==> src/rtl/divider_pkg.sv <==
// Shared constants and types for the sequential signed divider.
//   DW / VW      : dividend width and divisor/quotient/remainder width
//   CNT_W        : iteration counter width (DW iterations)
//   Q_MAX/Q_MIN  : quotient saturation values
//   state_t      : control FSM states
package divider_pkg;

  localparam int unsigned DW    = 16;
  localparam int unsigned VW    = 8;
  localparam int unsigned CNT_W = 4;

  localparam logic [VW-1:0] Q_MAX = 8'h7F;
  localparam logic [VW-1:0] Q_MIN = 8'h80;

  typedef enum logic [1:0] {
    IDLE = 2'd0,
    CALC = 2'd1,
    FIX  = 2'd2
  } state_t;

endpackage

==> src/rtl/div_restore_step.sv <==
// One radix-2 restoring division step on unsigned magnitudes.
//   i_rem     : partial remainder before the step (always < |D|)
//   i_n_bit   : next dividend magnitude bit, MSB first
//   i_d_mag   : divisor magnitude (0..128)
//   o_rem     : partial remainder after the step
//   o_q_bit   : quotient bit produced by the step
module div_restore_step
  import divider_pkg::*;
(
  input  logic [VW:0]   i_rem,
  input  logic          i_n_bit,
  input  logic [VW-1:0] i_d_mag,
  output logic [VW:0]   o_rem,
  output logic          o_q_bit
);

  localparam int unsigned TW = VW + 2;

  // One spare bit keeps the compare exact even if i_rem[VW] were ever set.
  logic [TW-1:0] w_trial;
  logic [TW-1:0] w_d_ext;

  assign w_trial = {i_rem, i_n_bit};
  assign w_d_ext = TW'(i_d_mag);

  assign o_q_bit = (w_trial >= w_d_ext);
  assign o_rem   = o_q_bit ? (VW+1)'(w_trial - w_d_ext) : (VW+1)'(w_trial);

endmodule

==> src/rtl/signed_divider_seq.sv <==
// Iterative signed divider (16-bit / 8-bit), truncating toward zero, with
// fixed 17-cycle latency, quotient saturation and divide-by-zero flag.
//   clk, rst   : clock and asynchronous active-high reset
//   en         : start request, sampled only while idle
//   N, D       : signed dividend / divisor, captured on the accepting edge
//   Q, R       : signed quotient / remainder, held until the next result
//   busy       : job in flight
//   valid      : one-cycle result strobe
//   ovf, dbz   : quotient overflow / divide by zero, qualified by valid
module signed_divider_seq
  import divider_pkg::*;
(
  input  logic          clk,
  input  logic          rst,
  input  logic          en,
  input  logic [DW-1:0] N,
  input  logic [VW-1:0] D,
  output logic [VW-1:0] Q,
  output logic [VW-1:0] R,
  output logic          busy,
  output logic          valid,
  output logic          ovf,
  output logic          dbz
);

  state_t r_state;
  state_t w_next_state;

  logic [CNT_W-1:0] r_cnt;
  logic [DW-1:0]    r_n_mag;
  logic [DW-1:0]    r_q_mag;
  logic [VW-1:0]    r_d_mag;
  logic [VW-1:0]    r_n_low;
  logic [VW:0]      r_rem;
  logic             r_sign_q;
  logic             r_sign_r;
  logic             r_dbz;

  logic [DW-1:0]    w_n_mag;
  logic [VW-1:0]    w_d_mag;
  logic [VW:0]      w_rem_next;
  logic             w_q_bit;
  logic             w_q_big;
  logic [VW-1:0]    w_q_fix;
  logic [VW-1:0]    w_r_fix;
  logic             w_ovf_fix;

  // Two's-complement magnitudes; the most negative inputs map to 2^(W-1).
  assign w_n_mag = N[DW-1] ? (~N + DW'(1)) : N;
  assign w_d_mag = D[VW-1] ? (~D + VW'(1)) : D;

  div_restore_step u_step (
    .i_rem   (r_rem),
    .i_n_bit (r_n_mag[DW-1]),
    .i_d_mag (r_d_mag),
    .o_rem   (w_rem_next),
    .o_q_bit (w_q_bit)
  );

  // Negative quotients may reach 128 before saturating, positive ones 127.
  assign w_q_big = r_sign_q ? (r_q_mag > DW'(128)) : (r_q_mag > DW'(127));

  // Sign fix-up, saturation and divide-by-zero substitution.
  always_comb begin
    w_q_fix   = r_sign_q ? (~r_q_mag[VW-1:0] + VW'(1)) : r_q_mag[VW-1:0];
    w_r_fix   = r_sign_r ? (~r_rem[VW-1:0] + VW'(1)) : r_rem[VW-1:0];
    w_ovf_fix = 1'b0;
    if (r_dbz) begin
      w_q_fix = r_sign_r ? Q_MIN : Q_MAX;
      w_r_fix = r_n_low;
    end else if (w_q_big) begin
      w_q_fix   = r_sign_q ? Q_MIN : Q_MAX;
      w_ovf_fix = 1'b1;
    end
  end

  // State register.
  always_ff @(posedge clk or posedge rst) begin
    if (rst) r_state <= IDLE;
    else     r_state <= w_next_state;
  end

  // Next-state logic.
  always_comb begin
    w_next_state = r_state;
    case (r_state)
      IDLE:    if (en) w_next_state = CALC;
      CALC:    if (r_cnt == CNT_W'(DW - 1)) w_next_state = FIX;
      FIX:     w_next_state = IDLE;
      default: w_next_state = IDLE;
    endcase
  end

  // Datapath and registered outputs.
  always_ff @(posedge clk or posedge rst) begin
    if (rst) begin
      r_cnt    <= '0;
      r_n_mag  <= '0;
      r_q_mag  <= '0;
      r_d_mag  <= '0;
      r_n_low  <= '0;
      r_rem    <= '0;
      r_sign_q <= 1'b0;
      r_sign_r <= 1'b0;
      r_dbz    <= 1'b0;
      Q        <= '0;
      R        <= '0;
      busy     <= 1'b0;
      valid    <= 1'b0;
      ovf      <= 1'b0;
      dbz      <= 1'b0;
    end else begin
      valid <= 1'b0;
      case (r_state)
        IDLE: begin
          if (en) begin
            r_sign_q <= N[DW-1] ^ D[VW-1];
            r_sign_r <= N[DW-1];
            r_n_mag  <= w_n_mag;
            r_d_mag  <= w_d_mag;
            r_n_low  <= N[VW-1:0];
            r_dbz    <= (D == '0);
            r_cnt    <= '0;
            r_rem    <= '0;
            r_q_mag  <= '0;
            busy     <= 1'b1;
          end
        end
        CALC: begin
          r_rem   <= w_rem_next;
          r_q_mag <= {r_q_mag[DW-2:0], w_q_bit};
          r_n_mag <= {r_n_mag[DW-2:0], 1'b0};
          r_cnt   <= r_cnt + CNT_W'(1);
        end
        FIX: begin
          Q     <= w_q_fix;
          R     <= w_r_fix;
          ovf   <= w_ovf_fix;
          dbz   <= r_dbz;
          valid <= 1'b1;
          busy  <= 1'b0;
        end
        default: ;
      endcase
    end
  end

endmodule
==> config.mk <==
export PLATFORM = sky130hd
export DESIGN_NAME = signed_divider_seq
export DESIGN_NICKNAME = d
export VERILOG_FILES = /design/src/rtl/divider_pkg.sv /design/src/rtl/div_restore_step.sv /design/src/rtl/signed_divider_seq.sv
export SDC_FILE = /design/constraint.sdc
export NUM_CORES = 1
export LEC_CHECK = 0
export BUFFER_PORTS_ARGS = -buffer_cell sky130_fd_sc_hd__buf_2
export CORE_MARGIN = 3
export CORE_UTILIZATION = 40
export CTS_CLUSTER_SIZE = 12
export DETAILED_ROUTE_END_ITERATION = 12
export GPL_ROUTABILITY_DRIVEN = 0
export PLACE_DENSITY = 0.63
export SLEW_MARGIN = 20
export SYNTH_ARGS = -nofsm -noshare
export SYNTH_HDL_FRONTEND = slang
export SYNTH_SLANG_ARGS = --single-unit
==> constraint.sdc <==
create_clock -name clk -period 4.9 [get_ports clk]
set_clock_uncertainty 0.05 [all_clocks]
set_input_delay 0.49 -clock clk [delete_from_list [all_inputs] [get_ports clk]]
set_output_delay 0.49 -clock clk [all_outputs]
set_load 0.05 [all_outputs]
==> results by group, run 1 <==
Pwr
  – Clock power share: 18.9%
  – Pleak: 2.40 nW
  – Reg power frac: 35.4%
  – Overall power: 3.70 mW
  – Cell Pwr Density: 702 mW/mm2
  – Max VDD drop: 271 uV
  – Switch Pwr: 1.60 mW
  – Internal power: 2.10 mW
  – Sw Share: 43.2%
  – Comb power frac: 45.7%

Timing
  – Unrepaired setup endpoints after global routing: no
  – Pins over their slew limit: 0
  – Tcrit/Tclk final: 54.0%
  – Hold Slack: 0.202 ns
  – Min cycle time layout: 2.64 ns
  – # setup viols final: 0
  – Aggregate negative setup slack: 0 ns
  – Final Hold Viols: 0
  – Slew headroom: 41.4%
  – Least-Margin Pin Slew: 0.879 ns
  – Final setup margin: 2.26 ns
  – Max Clk Rate: 378 MHz

Floorplanning
  – Row count: 38
  – Chip Width: 114 um
  – DIE AREA: 0.0129 mm2
  – CORE AREA: 0.0111 mm2
  – Die Ht: 114 um
  – I/O pins: 47
  – Initial Util: 41.9%

Place
  – Placed inst area: 0.00497 mm2
  – Pre-CTS setup slack: 2.28 ns
  – Port Buffers: 46
  – Final HPWL DP: 7510 um

Yosys
  – FF+latch count, synth: 86
  – Post-synth top cells: dfrtp_1 (86), nand2_1 (74), o21ai_0 (33)
  – Post-Syn Instances: 502
  – Syn avg cell area: 9.25 um2
  – Synthesized area: 0.00464 mm2
  – Number of synthesized flops with an enable pin: 0
  – Async set-reset flop share out of synthesis: 100%
  – Synth cell types: 52
  – Count leader, synth: dfrtp_1
  – Top post-synthesis cells by area: dfrtp_1 (46%), nand2_1 (6.0%), xor2_1 (3.6%)
  – Ys flop type: dfrtp_1
  – Syn Nets: 543
  – Ys Warns: 0
  – Area leader, netlist: dfrtp_1
  – Post-synth top area share: 46.3%
  – Post-synthesis sequential area ratio: 46.3%

Finish
  – Ant. Diodes: 0
  – Multi-input gate area: 0.00228 mm2
  – P&R area growth vs syn: 13.6%
  – Share of layout cells above drive strength 1: 14.3%
  – Design Area, Final: 0.00527 mm2
  – FILL cells: 1,063
  – FF/Latch Area: 0.00215 mm2
  – Nets: 575

Clocking
  – Clock sink count: 86
  – H-tree depth: 3
  – Worst skew pair latency: 0.34 ns
  – Clock buffer depth: 2
  – Clock transition at the registers of the reported paths: 0.07 ns
  – CTS resizes: 0
  – Num CTS Buffers: 9
  – Root Buffer: clkbuf_16
  – Post-CTS Setup Inserts: 0
  – Post-CTS Hold Fix Bufs: 0
  – CTS tree: built

Worst setup path
  – CP Class: register to register
  – CP Data Required Time: 5.07 ns
  – Arr. time, crit path: 2.82 ns
  – Critical-path top delay cell: fa_1
  – Crit end category: register
  – Cells along the critical path: inv_1 -> ha_1 -> inv_1 -> fa_1 -> a21oi_1 -> o211ai_1 -> a31o_1 -> or2_1 -> a311o_1
  – Most frequent CP cell: inv_1
  – Worst path max stage delay: 0.41 ns
  – Crit start category: register
  – Critical path peak fanout: 12
  – CP top delay family: compound AO/OA/AOI/OAI gates
  – Crit path buffers/inverters: 2

Global routing
  – Grt total ovfl: 0
  – Vias in the first global route: 3,637
  – Pin count of the biggest net entering global routing: 57
  – GRT met2 Usage: 25.6%
  – First-pass GRT wire length: 18,100 um
  – Initial antenna violation count: 0
  – Grt met1 use: 25.8%
  – Met3 usage: 3.18%
  – GRT busiest layer: met1
  – All-layer global routing usage: 17.3%

Hold path
  – HP Class: input port to async pin

Detailed routing
  – Remaining DRCs: 0
  – Routed vias/inst: 5.47
  – Via count: 3,717
  – Post-DR wirelength/cell: 15.2 um
  – Detail Route Antenna Nets: 0
  – DR iter-0 viols: 245
  – WL final: 10,300 um
  – Drt pass-1 iters: 5

Status
  – Outcome: completed

Flow run
  – Max Cap Viol: 0
-- layout by cell type (no fill, tap or decap), types with 5 or more instances in the layout --
master	count
o31ai_1	9
a22oi_1	10
ha_1	13
nand2_1	74
xor2_1	19
o21ai_0	33
inv_1	24
nor2_1	26
a22o_1	17
nand2b_1	9
nor3_1	7
or3_1	5
a21oi_1	22
buf_2	46
nand3_1	9
a31oi_1	5
mux2i_1	8
clkbuf_16	9
xnor2_1	14
o21ai_1	24
dfrtp_1	86
-- stage by stage --
| stage | util (%) | std cells |
|---|---|---|
| after floorplan | - | 502 |
| after global placement | 44.8 | 663 |
| after detailed placement | 44.8 | 663 |
| after CTS | 47.6 | 679 |
| after global routing | 47.6 | 679 |
| final | 47.6 | 679 |
-- state kept, by name, indices dropped and copies added, names as in the netlist, 2 cells and up --
| signal | cells |
|---|---|
| r_n_low | 8 |
| r_n_mag | 16 |
| Q | 8 |
| R | 8 |
| r_rem | 9 |
| r_state | 2 |
| r_q_mag | 16 |
| r_d_mag | 8 |
| r_cnt | 4 |
-- power groups by stage --
| stage | clock (mW) | sequential (mW) | combinational [mW] |
|---|---|---|---|
| 2_1_floorplan | 0 | 1.36 | 1.25 |
| 3_3_place_gp | 0 | 1.30 | 1.64 |
| 3_5_place_dp | 0 | 1.32 | 1.70 |
| 4_1_cts | 0.712 | 1.31 | 1.70 |
| 5_1_grt | 0.744 | 1.35 | 1.92 |
| 6_report | 0.699 | 1.31 | 1.69 |
-- routing by layer --
layer / vias up / wire [um]
met5: - / 0
met2: 103 / 4490
li1: 1835 / -
met4: 0 / 140
met1: 1768 / 5100
met3: 11 / 593
-- worst paths after layout --
path | from | endpoint | slack, ns | cells after the start
worst min-delay path | rst | r_n_mag[7] | 0.20 | 2
worst min register to register | R[0] | R[0] | 0.42 | 2
max in group asynchronous | rst | r_rem[0] | 3.71 | 3
worst max register to register | r_n_mag[15] | r_rem[5] | 2.26 | 9
worst max-delay path | r_n_mag[15] | r_rem[5] | 2.26 | 9
min in group clk | D[6] | r_dbz | 0.34 | 2
-- logic make-up after synthesis --
kind of cell / share of synthesized area [%]
AO/OA/AOI/OAI: 20.7
XOR/XNOR: 6.22
adder cells (fa/ha/maj): 3.93
buffers and inverters: 4.66
flip-flops: 46.3
AND/OR/NAND/NOR: 16.4
multiplexers: 1.72
-- layout make-up --
cell class | instances | share of cell area [%]
clock buffer | 9 | 4.27
clock inverter | 7 | 1.52
inverter | 26 | 1.90
multi-input combinational | 361 | 43.3
sequential | 86 | 40.8
tap | 140 | 3.32
timing repair buffer | 50 | 4.93
Power figures use the tool's default switching activity.
==> inputs of run 2 (changes only) <==
- clock period: 4.9 -> 2.6 ns (I/O delays scaled with it)
==> run 2 against run 1 <==
Against the previous run:
- combinational power up 94%
- power is 89% higher
- wire length increased by 0.24%
- critical path type unchanged
- global-route usage about the same
- worst setup slack got worse by 2.1 ns
- maximum frequency rose by 6.6%
- die area did not move
- count of clock-buffer cells in the layout unchanged
- final area increased by 1.3%
==> results by group, run 2 (synthesis gave the netlist of run 1 again) <==
Status
  – Outcome: completed

Worst setup path
  – Critical path peak fanout: 12
  – Crit path buffers/inverters: 2
  – CP Class: register to register
  – Worst path max stage delay: 0.42 ns
  – Arr. time, crit path: 2.65 ns
  – Crit start category: register
  – Flop2flop setup slack: 0.12 ns
  – Crit end category: register
  – Cells along the critical path: inv_1 -> ha_1 -> inv_1 -> fa_1 -> a21oi_2 -> o211ai_1 -> a31o_1 -> or2_4 -> a311o_1
  – Most frequent CP cell: inv_1
  – CP top delay family: compound AO/OA/AOI/OAI gates
  – CP Data Required Time: 2.77 ns
  – Critical-path top delay cell: fa_1

Place
  – Final HPWL DP: 7510 um
  – Placed instance count: 668
  – Port Buffers: 46
  – Placed inst area: 0.00503 mm2

Finish
  – Ant. Diodes: 0
  – Final Non-Filler Cells: 684
  – Top flop regs: r_n_mag: 16 flops, r_q_mag: 16 flops, r_rem: 9 flops
  – Leading cell type in the layout, fill and taps excluded: dfrtp_1
  – Final core occ: 48.2%
  – Share of layout cells above drive strength 1: 15.3%
  – Most frequent cells in the layout: dfrtp_1 (86), nand2_1 (74), buf_2 (46)
  – Nets: 581
  – P&R area growth vs syn: 15.0%
  – Design Area, Final: 0.00534 mm2

Pwr
  – Internal power: 4.00 mW
  – Max VDD drop: 583 uV
  – Cell Pwr Density: 1310 mW/mm2
  – Sw Share: 42.8%
  – Pleak: 2.44 nW
  – Reg power frac: 35.0%
  – Clock power share: 18.1%
  – Switch Pwr: 2.99 mW
  – Comb power frac: 46.9%

Flow run
  – Max Cap Viol: 0

Clocking
  – Worst skew pair latency: 0.35 ns
  – Clock transition at the registers of the reported paths: 0.06 ns
  – Clock buffer depth: 2
  – CTS tree: built
  – H-tree depth: 3
  – Root Buffer: clkbuf_16
  – Num CTS Buffers: 9
  – Clock sink count: 86
  – Post-CTS Setup Inserts: 0

Floorplanning
  – CORE AREA: 0.0111 mm2
  – DIE AREA: 0.0129 mm2
  – I/O pins: 47
  – Initial Util: 41.9%
  – Chip Width: 114 um
  – Row count: 38
  – Die Ht: 114 um

Global routing
  – Pin count of the biggest net entering global routing: 58
  – Initial antenna violation count: 0
  – Vias in the first global route: 3,600
  – Grt total ovfl: 0
  – First-pass GRT wire length: 17,900 um
  – All-layer global routing usage: 17.3%

Detailed routing
  – Routed vias/inst: 5.47
  – Detail Route Antenna Nets: 0
  – Drt pass-1 iters: 4
  – WL final: 10,300 um
  – Via count: 3,742
  – DR iter-0 viols: 207
  – Remaining DRCs: 0
  – Post-DR wirelength/cell: 15.1 um

Hold path
  – HP Class: input port to register

Timing
  – Final Hold Viols: 0
  – Least-Margin Pin Slew: 0.625 ns
  – Slew headroom: 58.3%
  – Max Clk Rate: 403 MHz
  – Aggregate negative setup slack: 0 ns
  – Min cycle time layout: 2.48 ns
  – Pins over their slew limit: 0
  – Tcrit/Tclk final: 95.4%
  – Hold Slack: 0.0909 ns
  – # setup viols final: 0
run 2: power by group through the flow:
| stage | clock, mW | sequential, mW | combinational (mW) |
|---|---|---|---|
| after global placement | 0 | 2.45 | 3.17 |
| after floorplan | 0 | 2.56 | 2.35 |
| final | 1.27 | 2.45 | 3.28 |
| after detailed placement | 0 | 2.47 | 3.27 |
| after CTS | 1.30 | 2.45 | 3.28 |
| after global routing | 1.36 | 2.54 | 3.69 |
run 2: timing repair:
action / 4_1_cts / 5_1_grt
hold endpoints to repair: 29 / 0
pin swaps: 0 / 1
hold buffers: 1 / 0
gates resized for setup: 1 / 2
setup endpoints to repair: 2 / 8
run 2: path summary, 6_finish.rpt:
| kind | startpoint | to | cells past startpoint |
|---|---|---|---|
| worst max register to register | r_n_mag[15] | r_rem[5] | 9 |
| worst max-delay path | r_n_mag[15] | r_rem[5] | 9 |
| max in group asynchronous | rst | R[1] | 4 |
| worst min register to register | R[0] | R[0] | 2 |
| worst min-delay path | D[6] | r_dbz | 2 |
| min in group asynchronous | rst | r_n_mag[7] | 3 |
run 2: metal layers:
metal | GRT usage, % | vias up | routed length [um]
met3 | 3.82 | 13 | 459
li1 | - | 1844 | -
met2 | 24.8 | 75 | 4520
met4 | 6.41 | 0 | 159
met1 | 25.5 | 1810 | 5210
met5 | 0 | - | 0
run 2: worst register-to-register path, cell delays in order, from the launching register on:
cell and delay, ns:
dfrtp_1 0.38, inv_1 0.08, ha_1 0.16, inv_1 0.05, fa_1 0.42, a21oi_2 0.17
o211ai_1 0.13, a31o_1 0.27, or2_4 0.31, a311o_1 0.34
run 2: area by class of cell:
| cell class | instances | area, um2 |
|---|---|---|
| Inverter | 26 | 98.8 |
| Tap cell | 140 | 175 |
| Timing Repair Buffer | 56 | 333 |
| Fill cell | 1053 | 5740 |
| Multi-Input combinational cell | 361 | 2290 |
| Sequential cell | 86 | 2150 |
| Clock buffer | 9 | 225 |
| Clock inverter | 6 | 62.6 |
run 2: per-stage QoR:
step | worst slack, ns | power, mW
CTS | 0.0788 | 7.04
detailed placement | -0.0354 | 5.74
global placement | 0.0536 | 5.61
finish | 0.119 | 7.00
global route | -0.00292 | 7.59
floorplan | 0.0682 | 4.91
